[src/rtl/day11_query_sequencer.sv]
`default_nettype none
// ============================================================================
// Module   : day11_query_sequencer
// Brief    : Issues the seven (src,dst) table queries of one Day-11 solve to
//            the path-count engine and streams the counts to the accumulator.
// Revision : 1.0
// ============================================================================
module day11_query_sequencer #(
    parameter int NODE_W    = 10,
    parameter int COUNT_W   = 64,
    parameter int TIMEOUT_W = 20
) (
    input  logic               clock,
    input  logic               clear_n,
    input  logic               start,
    input  logic               cfg_we,
    input  logic [2:0]         cfg_addr,
    input  logic [NODE_W-1:0]  cfg_src,
    input  logic [NODE_W-1:0]  cfg_dst,
    output logic               eng_req,
    output logic [NODE_W-1:0]  eng_src,
    output logic [NODE_W-1:0]  eng_dst,
    input  logic               eng_ack,
    input  logic               eng_result_valid,
    input  logic [COUNT_W-1:0] eng_result,
    output logic               acc_load,
    output logic [COUNT_W-1:0] count,
    output logic               count_valid,
    output logic               count_last,
    input  logic               acc_ready,
    output logic               busy,
    output logic               done_,
    output logic               error,
    output logic [2:0]         idx
);

    localparam int                   NUM_ENTRIES = 7;
    localparam logic [2:0]           LAST_IDX    = 3'd6;
    localparam logic [TIMEOUT_W-1:0] TIMER_MAX   = {TIMEOUT_W{1'b1}};

    typedef enum logic [2:0] {
        S_IDLE  = 3'd0,
        S_LOAD  = 3'd1,
        S_ISSUE = 3'd2,
        S_WAIT  = 3'd3,
        S_SEND  = 3'd4,
        S_DONE  = 3'd5,
        S_ERR   = 3'd6
    } state_t;

    state_t               state_q;
    logic [2:0]           idx_q;
    logic [TIMEOUT_W-1:0] timer_q;
    logic [TIMEOUT_W-1:0] timer_d;
    logic [COUNT_W-1:0]   result_q;
    logic [NODE_W-1:0]    src_q [NUM_ENTRIES];
    logic [NODE_W-1:0]    dst_q [NUM_ENTRIES];
    logic                 eng_req_q;
    logic                 acc_load_q;
    logic                 count_valid_q;
    logic                 count_last_q;
    logic                 busy_q;
    logic                 done_q;
    logic                 error_q;
    logic                 table_we_d;

    assign timer_d    = (timer_q == TIMER_MAX) ? timer_q : timer_q + TIMEOUT_W'(1);
    assign table_we_d = cfg_we && !busy_q;

    // Table is frozen for the whole run; idle writes land before LOAD reads them.
    always_ff @(posedge clock or negedge clear_n) begin
        if (!clear_n) begin
            for (int i = 0; i < NUM_ENTRIES; i++) begin
                src_q[i] <= '0;
                dst_q[i] <= '0;
            end
        end else if (table_we_d) begin
            for (int i = 0; i < NUM_ENTRIES; i++) begin
                if (cfg_addr == 3'(i)) begin
                    src_q[i] <= cfg_src;
                    dst_q[i] <= cfg_dst;
                end
            end
        end
    end

    always_comb begin
        eng_src = '0;
        eng_dst = '0;
        for (int i = 0; i < NUM_ENTRIES; i++) begin
            if (idx_q == 3'(i)) begin
                eng_src = src_q[i];
                eng_dst = dst_q[i];
            end
        end
    end

    always_ff @(posedge clock or negedge clear_n) begin
        if (!clear_n) begin
            state_q       <= S_IDLE;
            idx_q         <= '0;
            timer_q       <= '0;
            result_q      <= '0;
            eng_req_q     <= 1'b0;
            acc_load_q    <= 1'b0;
            count_valid_q <= 1'b0;
            count_last_q  <= 1'b0;
            busy_q        <= 1'b0;
            done_q        <= 1'b0;
            error_q       <= 1'b0;
        end else begin
            acc_load_q <= 1'b0;
            case (state_q)
                S_IDLE, S_DONE, S_ERR: begin
                    if (start) begin
                        state_q    <= S_LOAD;
                        idx_q      <= '0;
                        timer_q    <= '0;
                        done_q     <= 1'b0;
                        error_q    <= 1'b0;
                        acc_load_q <= 1'b1;
                        busy_q     <= 1'b1;
                    end
                end
                S_LOAD: begin
                    state_q   <= S_ISSUE;
                    eng_req_q <= 1'b1;
                end
                S_ISSUE: begin
                    if (eng_ack) begin
                        state_q   <= S_WAIT;
                        eng_req_q <= 1'b0;
                        timer_q   <= '0;
                    end
                end
                S_WAIT: begin
                    if (eng_result_valid) begin
                        result_q      <= eng_result;
                        state_q       <= S_SEND;
                        count_valid_q <= 1'b1;
                        count_last_q  <= (idx_q == LAST_IDX);
                    end else begin
                        timer_q <= timer_d;
                        if (timer_d == TIMER_MAX) begin
                            state_q <= S_ERR;
                            error_q <= 1'b1;
                            busy_q  <= 1'b0;
                        end
                    end
                end
                S_SEND: begin
                    if (acc_ready) begin
                        count_valid_q <= 1'b0;
                        count_last_q  <= 1'b0;
                        if (idx_q == LAST_IDX) begin
                            state_q <= S_DONE;
                            done_q  <= 1'b1;
                            busy_q  <= 1'b0;
                        end else begin
                            idx_q     <= idx_q + 3'd1;
                            state_q   <= S_ISSUE;
                            eng_req_q <= 1'b1;
                        end
                    end
                end
                default: begin
                    state_q       <= S_IDLE;
                    eng_req_q     <= 1'b0;
                    count_valid_q <= 1'b0;
                    count_last_q  <= 1'b0;
                    busy_q        <= 1'b0;
                end
            endcase
        end
    end

    assign eng_req     = eng_req_q;
    assign acc_load    = acc_load_q;
    assign count       = result_q;
    assign count_valid = count_valid_q;
    assign count_last  = count_last_q;
    assign busy        = busy_q;
    assign done_       = done_q;
    assign error       = error_q;
    assign idx         = idx_q;

endmodule
`default_nettype wire

[config.mk]
export PLATFORM = sky130hd
export DESIGN_NAME = day11_query_sequencer
export DESIGN_NICKNAME = d
export VERILOG_FILES = /design/src/rtl/day11_query_sequencer.sv
export SDC_FILE = /design/constraint.sdc
export NUM_CORES = 1
export LEC_CHECK = 0
export ABC_CLOCK_PERIOD_IN_PS = 6500
export CAP_MARGIN = 10
export CORE_MARGIN = 2
export CORE_UTILIZATION = 45
export CTS_CLUSTER_SIZE = 28
export DETAILED_ROUTE_END_ITERATION = 8
export PLACE_DENSITY = 0.68
export SYNTH_ARGS = -nofsm -noshare
export SYNTH_HDL_FRONTEND = slang
export SYNTH_SLANG_ARGS = --single-unit
[constraint.sdc]
create_clock -name clock -period 6.5 [get_ports clock]
set_clock_uncertainty 0.05 [all_clocks]
set_input_delay 1.625 -clock clock [delete_from_list [all_inputs] [get_ports clock]]
set_output_delay 1.625 -clock clock [all_outputs]
set_load 0.03 [all_outputs]
==> run summary, run 1 <==
run status -> finished clean
Slowest-stage cell, CP -> clkdlybuf4s50_1
H-tree level count -> 1
initial DRC count -> 493
Synth top cells by count -> dfrtp_1 (237), mux2_2 (206), nor2_1 (91)
required time worst endpoint -> 4830 ps
Reg power frac -> 0.361
Avg WL per Cell -> 18.3 um
post-layout min period -> 5230 ps
antenna viol nets, final -> 0
Leak -> 5.88 nW
CP max stage delay -> 700 ps
Setup violations, final -> 0
Setup crit start kind -> register
first-pass GRT wire length -> 43100 um
clock tree buffer depth -> 3
Final Total Pwr -> 6.97 mW
crit path kind -> reg -> out
FFs w/ async S/R, synth -> 1.00
number of flops mapped to enable cells by yosys -> 0
residual DRC count -> 0
post-DP HPWL -> 17100 um
setup TNS -> 0 ps
chip height -> 159 um
DIE AREA -> 25400 um^2
most used cell along the critical path -> a21oi_1
Seq/Total Area, Yosys -> 0.546
PortBufs -> 187
core area -> 23600 um^2
clock power share -> 0.203
crit path DAT -> 3550 ps
crit path from -> idx[0]
Sw Ratio -> 0.360
Congestion Overflow GR -> 0
routability cong. -> 0.812
initial antenna violation count -> 0
multi-input logic area -> 4680 um^2
PD cells -> 502 nW/um^2
Hold Path Origin -> count_last
clk sinks -> 237
YS warnings -> 0
Syn Area/Cell -> 11.7 um^2
proportion of layout cells with a drive suffix above 1 -> 0.245
Final period util -> 0.804
Peak VDD IR -> 0.000367 V
Pre-antenna DRT Iters -> 5
Starting Density -> 0.460
Worst setup EP type -> output port
Post-Synthesis Cells -> 932
post-CTS setup buffers -> 0
clk root buf -> clkbuf_16
vias in the first global route -> 8088
largest net degree at the start of global routing -> 130
worst path cell trace -> inv_1 > ha_1 > nand2_1 > buf_4 > nor2_1 > a211oi_1 > a21oi_1 > a21oi_1 > clkdlybuf4s50_1
Mapped Area -> 10900 um^2
clock transition at the registers of the reported paths -> 60 ps
Fin Hold WS -> 430 ps
max_cap viols -> 0
filler instances -> 2006
RSZ-0062 raised after global routing -> no
area grow syn2layout -> 27.7%
power share of the combinational group -> 0.435
CTS Hold Bufs -> 0
Global Route Usage Sum -> 0.207
leading area contributor after synthesis -> dfrtp_1
synth top area cells -> dfrtp_1 (55%), mux2_2 (21%), a21oi_1 (3.7%), nor2_1 (3.1%), a211oi_1 (2.9%)
Pint -> 4.46 mW
dpl cells -> 1393
top-count cell post-synth -> dfrtp_1
Yosys reg bits -> 237
fin cells -> 1440
CTS buffer count -> 27
diode count -> 0
Seq. cell area -> 5930 um^2
CTS tree -> yes
wirelength, routed -> 26400 um
I/O pins -> 188
actual slew at the worst max-slew pin -> 1190 ps
Worst R2R Start -> timer_q[10]
Hold WC Path Type -> reg -> reg
f_max -> 0.191 GHz
drt via density -> 5.56
Rows -> 56
via count -> 8012
Crit Path Max Fanout -> 22
fin. max-slew vios -> 0
ys flop type -> dfrtp_1
Yosys cell types -> 53
top cell type's share of synthesized area -> 0.546
die extent in x -> 159 um
post-layout util -> 0.588
nets@finish -> 1203
Synthesized Nets -> 1032
slew margin rel. -> 0.203
Net Sw Power -> 2.51 mW
clock latency on the worst-skew pair -> 520 ps
hold violation total from the final report -> 0
cts repair resizes -> 0
## area by class of cell
| cell class | count | share of cell area |
|---|---|---|
| multi-input cells | 624 | 0.337 |
| clock buffers | 36 | 0.0533 |
| flip-flops and latches | 237 | 0.427 |
| clock inverters | 11 | 0.00622 |
| repair buffers | 203 | 0.145 |
| well taps | 319 | 0.0287 |
| inverters | 10 | 0.00270 |
## power groups by stage
stage | registers, mW | clock network (mW) | logic [mW]
3_3_place_gp | 2.51 | 0 | 3.02
2_1_floorplan | 2.87 | 0 | 1.57
3_5_place_dp | 2.54 | 0 | 3.06
6_report | 2.52 | 1.42 | 3.03
5_1_grt | 2.61 | 1.52 | 3.25
4_1_cts | 2.52 | 1.46 | 3.07
## critical path: cells and delay by family (launching register included)
family | cells | cell delay (ps)
adders and majority gates | 1 | 210
DFF | 1 | 420
AOI/OAI and AO/OA | 3 | 590
and+or+nand+nor | 2 | 640
buffers and inverters | 3 | 1170
## layout by cell type, fill, tap and decap left out, drive strengths merged, types with 9 or more instances in the layout
cell type | Yosys | layout
a31oi | 9 | 9
inv | 10 | 10
dfrtp | 237 | 237
mux2 | 206 | 206
buf | 2 | 17
a211oi | 43 | 43
clkinv | 0 | 9
a22oi | 21 | 21
a21oi | 81 | 81
nand3 | 11 | 11
nor3 | 11 | 11
nor2 | 91 | 91
o21ai | 41 | 41
clkdlybuf4s50 | 0 | 186
clkbuf | 59 | 36
nand2 | 37 | 37
## sequential cells by signal, indices dropped and copies added, names as in the netlist
name,flops
busy,1
count,64
state_q,3
done_,1
acc_load,1
eng_req,1
dst_q,70
src_q,70
idx,3
timer_q,20
count_valid,1
error,1
count_last,1
## worst paths after layout
| kind | depth (start not counted) | end | slack [ps] |
|---|---|---|---|
| min in group asynchronous | 1 | timer_q[13] | 1090 |
| min | 2 | count_last | 430 |
| max reg2reg | 7 | state_q[0] | 3280 |
| max | 9 | eng_dst[9] | 1270 |
| min reg2reg | 2 | count_last | 430 |
| max in group asynchronous | 2 | src_q[5] | 4120 |
## stage by stage
step | worst slack, ps | cell area (um^2)
after floorplan | 2290 | 10900
after global placement | 1880 | 13100
after detailed placement | 1860 | 13100
after CTS | 1230 | 13900
after global routing | 971 | 13900
final | 1270 | 13900
## routing by layer
layer	up-vias	GRT usage	wire length (um)
met5	-	0	0
met4	0	0.0529	581
met3	39	0.0487	1610
met2	208	0.350	12700
met1	4044	0.270	11400
li1	3721	-	-
## cell families after synthesis
logic type               Yosys count  synth area share
flip-flops                       237             0.546
AO/OA/AOI/OAI                    212             0.120
multiplexers                     207             0.214
AND/OR/NAND/NOR                  192            0.0829
buffers and inverters             71            0.0251
adder cells (fa/ha/maj)            7           0.00783
XOR/XNOR                           6           0.00483
(Power assumes the default switching activity.)
==> run 2: changes to the inputs <==
--- a/config.mk
+++ b/config.mk
@@ -5,7 +5,7 @@
 export SDC_FILE = /design/constraint.sdc
 export NUM_CORES = 1
 export LEC_CHECK = 0
-export ABC_CLOCK_PERIOD_IN_PS = 6500
+export ABC_CLOCK_PERIOD_IN_PS = 5250
 export CAP_MARGIN = 10
 export CORE_MARGIN = 2
 export CORE_UTILIZATION = 45
==> constraint.sdc (replaced) <==
create_clock -name clock -period 5.25 [get_ports clock]
set_clock_uncertainty 0.05 [all_clocks]
set_input_delay 1.3125 -clock clock [delete_from_list [all_inputs] [get_ports clock]]
set_output_delay 1.3125 -clock clock [all_outputs]
set_load 0.03 [all_outputs]
==> run 2 against run 1 <==
  * Routed wire length is 0.91% higher
  * Largest power group unchanged
  * Global-route usage is 0.22 points higher
  * Core utilization is 0.55 points higher
  * Critical endpoint is now eng_dst[8]
  * Critical path type unchanged
  * Combinational power is 24% higher
  * Clock power is 35% higher
  * Highest routed layer unchanged
  * Die area stayed put
==> run summary, run 2 (synthesis gave the netlist of run 1 again) <==
Starting Density -> 0.460 (unchanged)
initial antenna violation count -> 0 (unchanged)
Hold WC Path Type -> reg -> reg
Avg WL per Cell -> 18.4 um (+0.56%)
setup TNS -> 0 ps (unchanged)
Setup violations, final -> 0 (unchanged)
post-DP HPWL -> 17700 um (+3.6%)
proportion of layout cells with a drive suffix above 1 -> 0.252 (+0.00690)
Worst R2R Start -> timer_q[10]
Rows -> 56 (unchanged)
RSZ-0062 raised after global routing -> no
power share of the combinational group -> 0.427 (-0.008)
Sw Ratio -> 0.356 (-0.00426)
hold violation total from the final report -> 0 (unchanged)
diode count -> 0 (unchanged)
chip height -> 159 um (unchanged)
Leak -> 5.93 nW (+0.94%)
Congestion Overflow GR -> 0 (unchanged)
PD cells -> 629 nW/um^2 (+25%)
CP max stage delay -> 810 ps (+110 ps)
I/O pins -> 188 (unchanged)
Final period util -> 0.940
Slowest-stage cell, CP -> ha_1
CTS Hold Bufs -> 0 (unchanged)
Hold Path Origin -> count_valid
routability cong. -> 0.816 (+0.60%)
crit path from -> idx[0]
antenna viol nets, final -> 0 (unchanged)
wirelength, routed -> 26600 um (+0.91%)
post-CTS setup buffers -> 0 (unchanged)
clock latency on the worst-skew pair -> 520 ps (about the same)
Hold Path Cell Cnt -> 2 (unchanged)
Worst setup EP type -> output port
H-tree level count -> 1 (unchanged)
register-to-register setup slack -> 2150 ps (-1130 ps)
required time worst endpoint -> 3890 ps (-940 ps)
vias in the first global route -> 8023 (-0.80%)
Pint -> 5.68 mW (+27%)
run status -> finished clean
via count -> 7964 (-0.60%)
Global Route Usage Sum -> 0.209 (+0.00225)
Setup crit start kind -> register
post-layout min period -> 4940 ps
first-pass GRT wire length -> 43700 um (+1.5%)
Fin Hold WS -> 438 ps (+8.55 ps)
worst path cell trace -> ha_1 > ha_1 > buf_4 > a21oi_1 > a211oi_1 > a21oi_1 > a21oi_1 > clkdlybuf4s50_1
multi-input logic area -> 4680 um^2 (unchanged)
clk root buf -> clkbuf_16
crit path DAT -> 3570 ps (+20 ps)
cts repair resizes -> 0 (unchanged)
Net Sw Power -> 3.14 mW (+25%)
initial DRC count -> 570 (+16%)
DIE AREA -> 25400 um^2 (unchanged)
crit path kind -> reg -> out
nets@finish -> 1206 (+0.25%)
commonest non-fill, non-tap cell in the layout -> dfrtp_1
drt via density -> 5.51 (-0.94%)
Crit Path Max Fanout -> 24 (+9.1%)
residual DRC count -> 0 (unchanged)
largest net degree at the start of global routing -> 127 (-2.3%)
filler instances -> 2003 (-0.15%)
most frequent cells in the layout -> dfrtp_1 (237), mux2_2 (206), clkdlybuf4s50_1 (186)
Seq. cell area -> 5930 um^2 (unchanged)
die extent in x -> 159 um (unchanged)
PortBufs -> 187 (unchanged)
f_max -> 0.203 GHz
Pre-antenna DRT Iters -> 5 (unchanged)
CTS buffer count -> 26 (-3.7%)
max_cap viols -> 0 (unchanged)
R2R depth -> 7 (unchanged)
slew margin rel. -> 0.224 (+0.0206)
clock transition at the registers of the reported paths -> 60 ps (about the same)
fin. max-slew vios -> 0 (unchanged)
area grow syn2layout -> 28.9%
clk sinks -> 237 (unchanged)
Reg power frac -> 0.355 (-0.006)
Peak VDD IR -> 0.000439 V (+20%)
most used cell along the critical path -> a21oi_1
core area -> 23600 um^2 (unchanged)
clock power share -> 0.218 (+0.015)
CTS tree -> yes
clock tree buffer depth -> 3 (unchanged)
actual slew at the worst max-slew pin -> 1160 ps (-27.3 ps)
run 2: changes by cell type in the layout (fill, tap and decap cells not counted), sizes merged:
| cell | before | now |
|---|---|---|
| bufinv | 1 | 3 |
| buf | 17 | 21 |
| clkinv | 9 | 5 |
| clkinvlp | 1 | 4 |
run 2: area by class of cell:
class / count / share of cell area
flip-flops and latches: 237 / 0.423
multi-input cells: 624 / 0.334
repair buffers: 207 / 0.146
clock buffers: 36 / 0.0556
well taps: 319 / 0.0285
clock inverters: 12 / 0.0104
inverters: 10 / 0.00268
run 2: worst paths after layout:
check | endpoint
worst min register to register | count_valid
worst min-delay path | count_valid
worst max register to register | busy
min in group asynchronous | timer_q[10]
worst max-delay path | eng_dst[8]
max in group asynchronous | dst_q[0]
run 2: stage by stage:
step | setup WS (ps) | std cells | power, mW | util | area (um^2)
3_5_place_dp | 861 | 1397 | 6.94 | 0.554 | 13100
3_3_place_gp | 887 | 1397 | 6.85 | 0.554 | 13100
6_report | 314 | 1445 | 8.81 | 0.594 | 14000
2_1_floorplan | 1350 | 932 | 5.49 | - | 10900
5_1_grt | 105 | 1445 | 9.31 | 0.594 | 14000
4_1_cts | 298 | 1445 | 8.90 | 0.594 | 14000
run 2: critical path, delay by kind of cell, from the launching register on:
family                   cells  cell delay, ps
AO/OA/AOI/OAI                4             580
adder cells (fa/ha/maj)      2             980
buffers and inverters        2            1060
flip-flops                   1             420
run 2: power by group through the flow:
stage / Combinational [mW] / Sequential (mW) / Clock, mW
CTS: 3.81 / 3.12 / 1.96
floorplan: 1.94 / 3.56 / 0
global route: 4.04 / 3.24 / 2.03
global placement: 3.74 / 3.11 / 0
finish: 3.77 / 3.13 / 1.92
detailed placement: 3.79 / 3.15 / 0
run 2: layer usage:
layer,global-route usage,routed length [um],vias up,part of all wire
met5,0,0,-,0
met4,0.0554,649,0,0.024
met3,0.0461,1530,40,0.058
met2,0.354,13000,220,0.49
met1,0.273,11500,3969,0.43
li1,-,-,3735,-
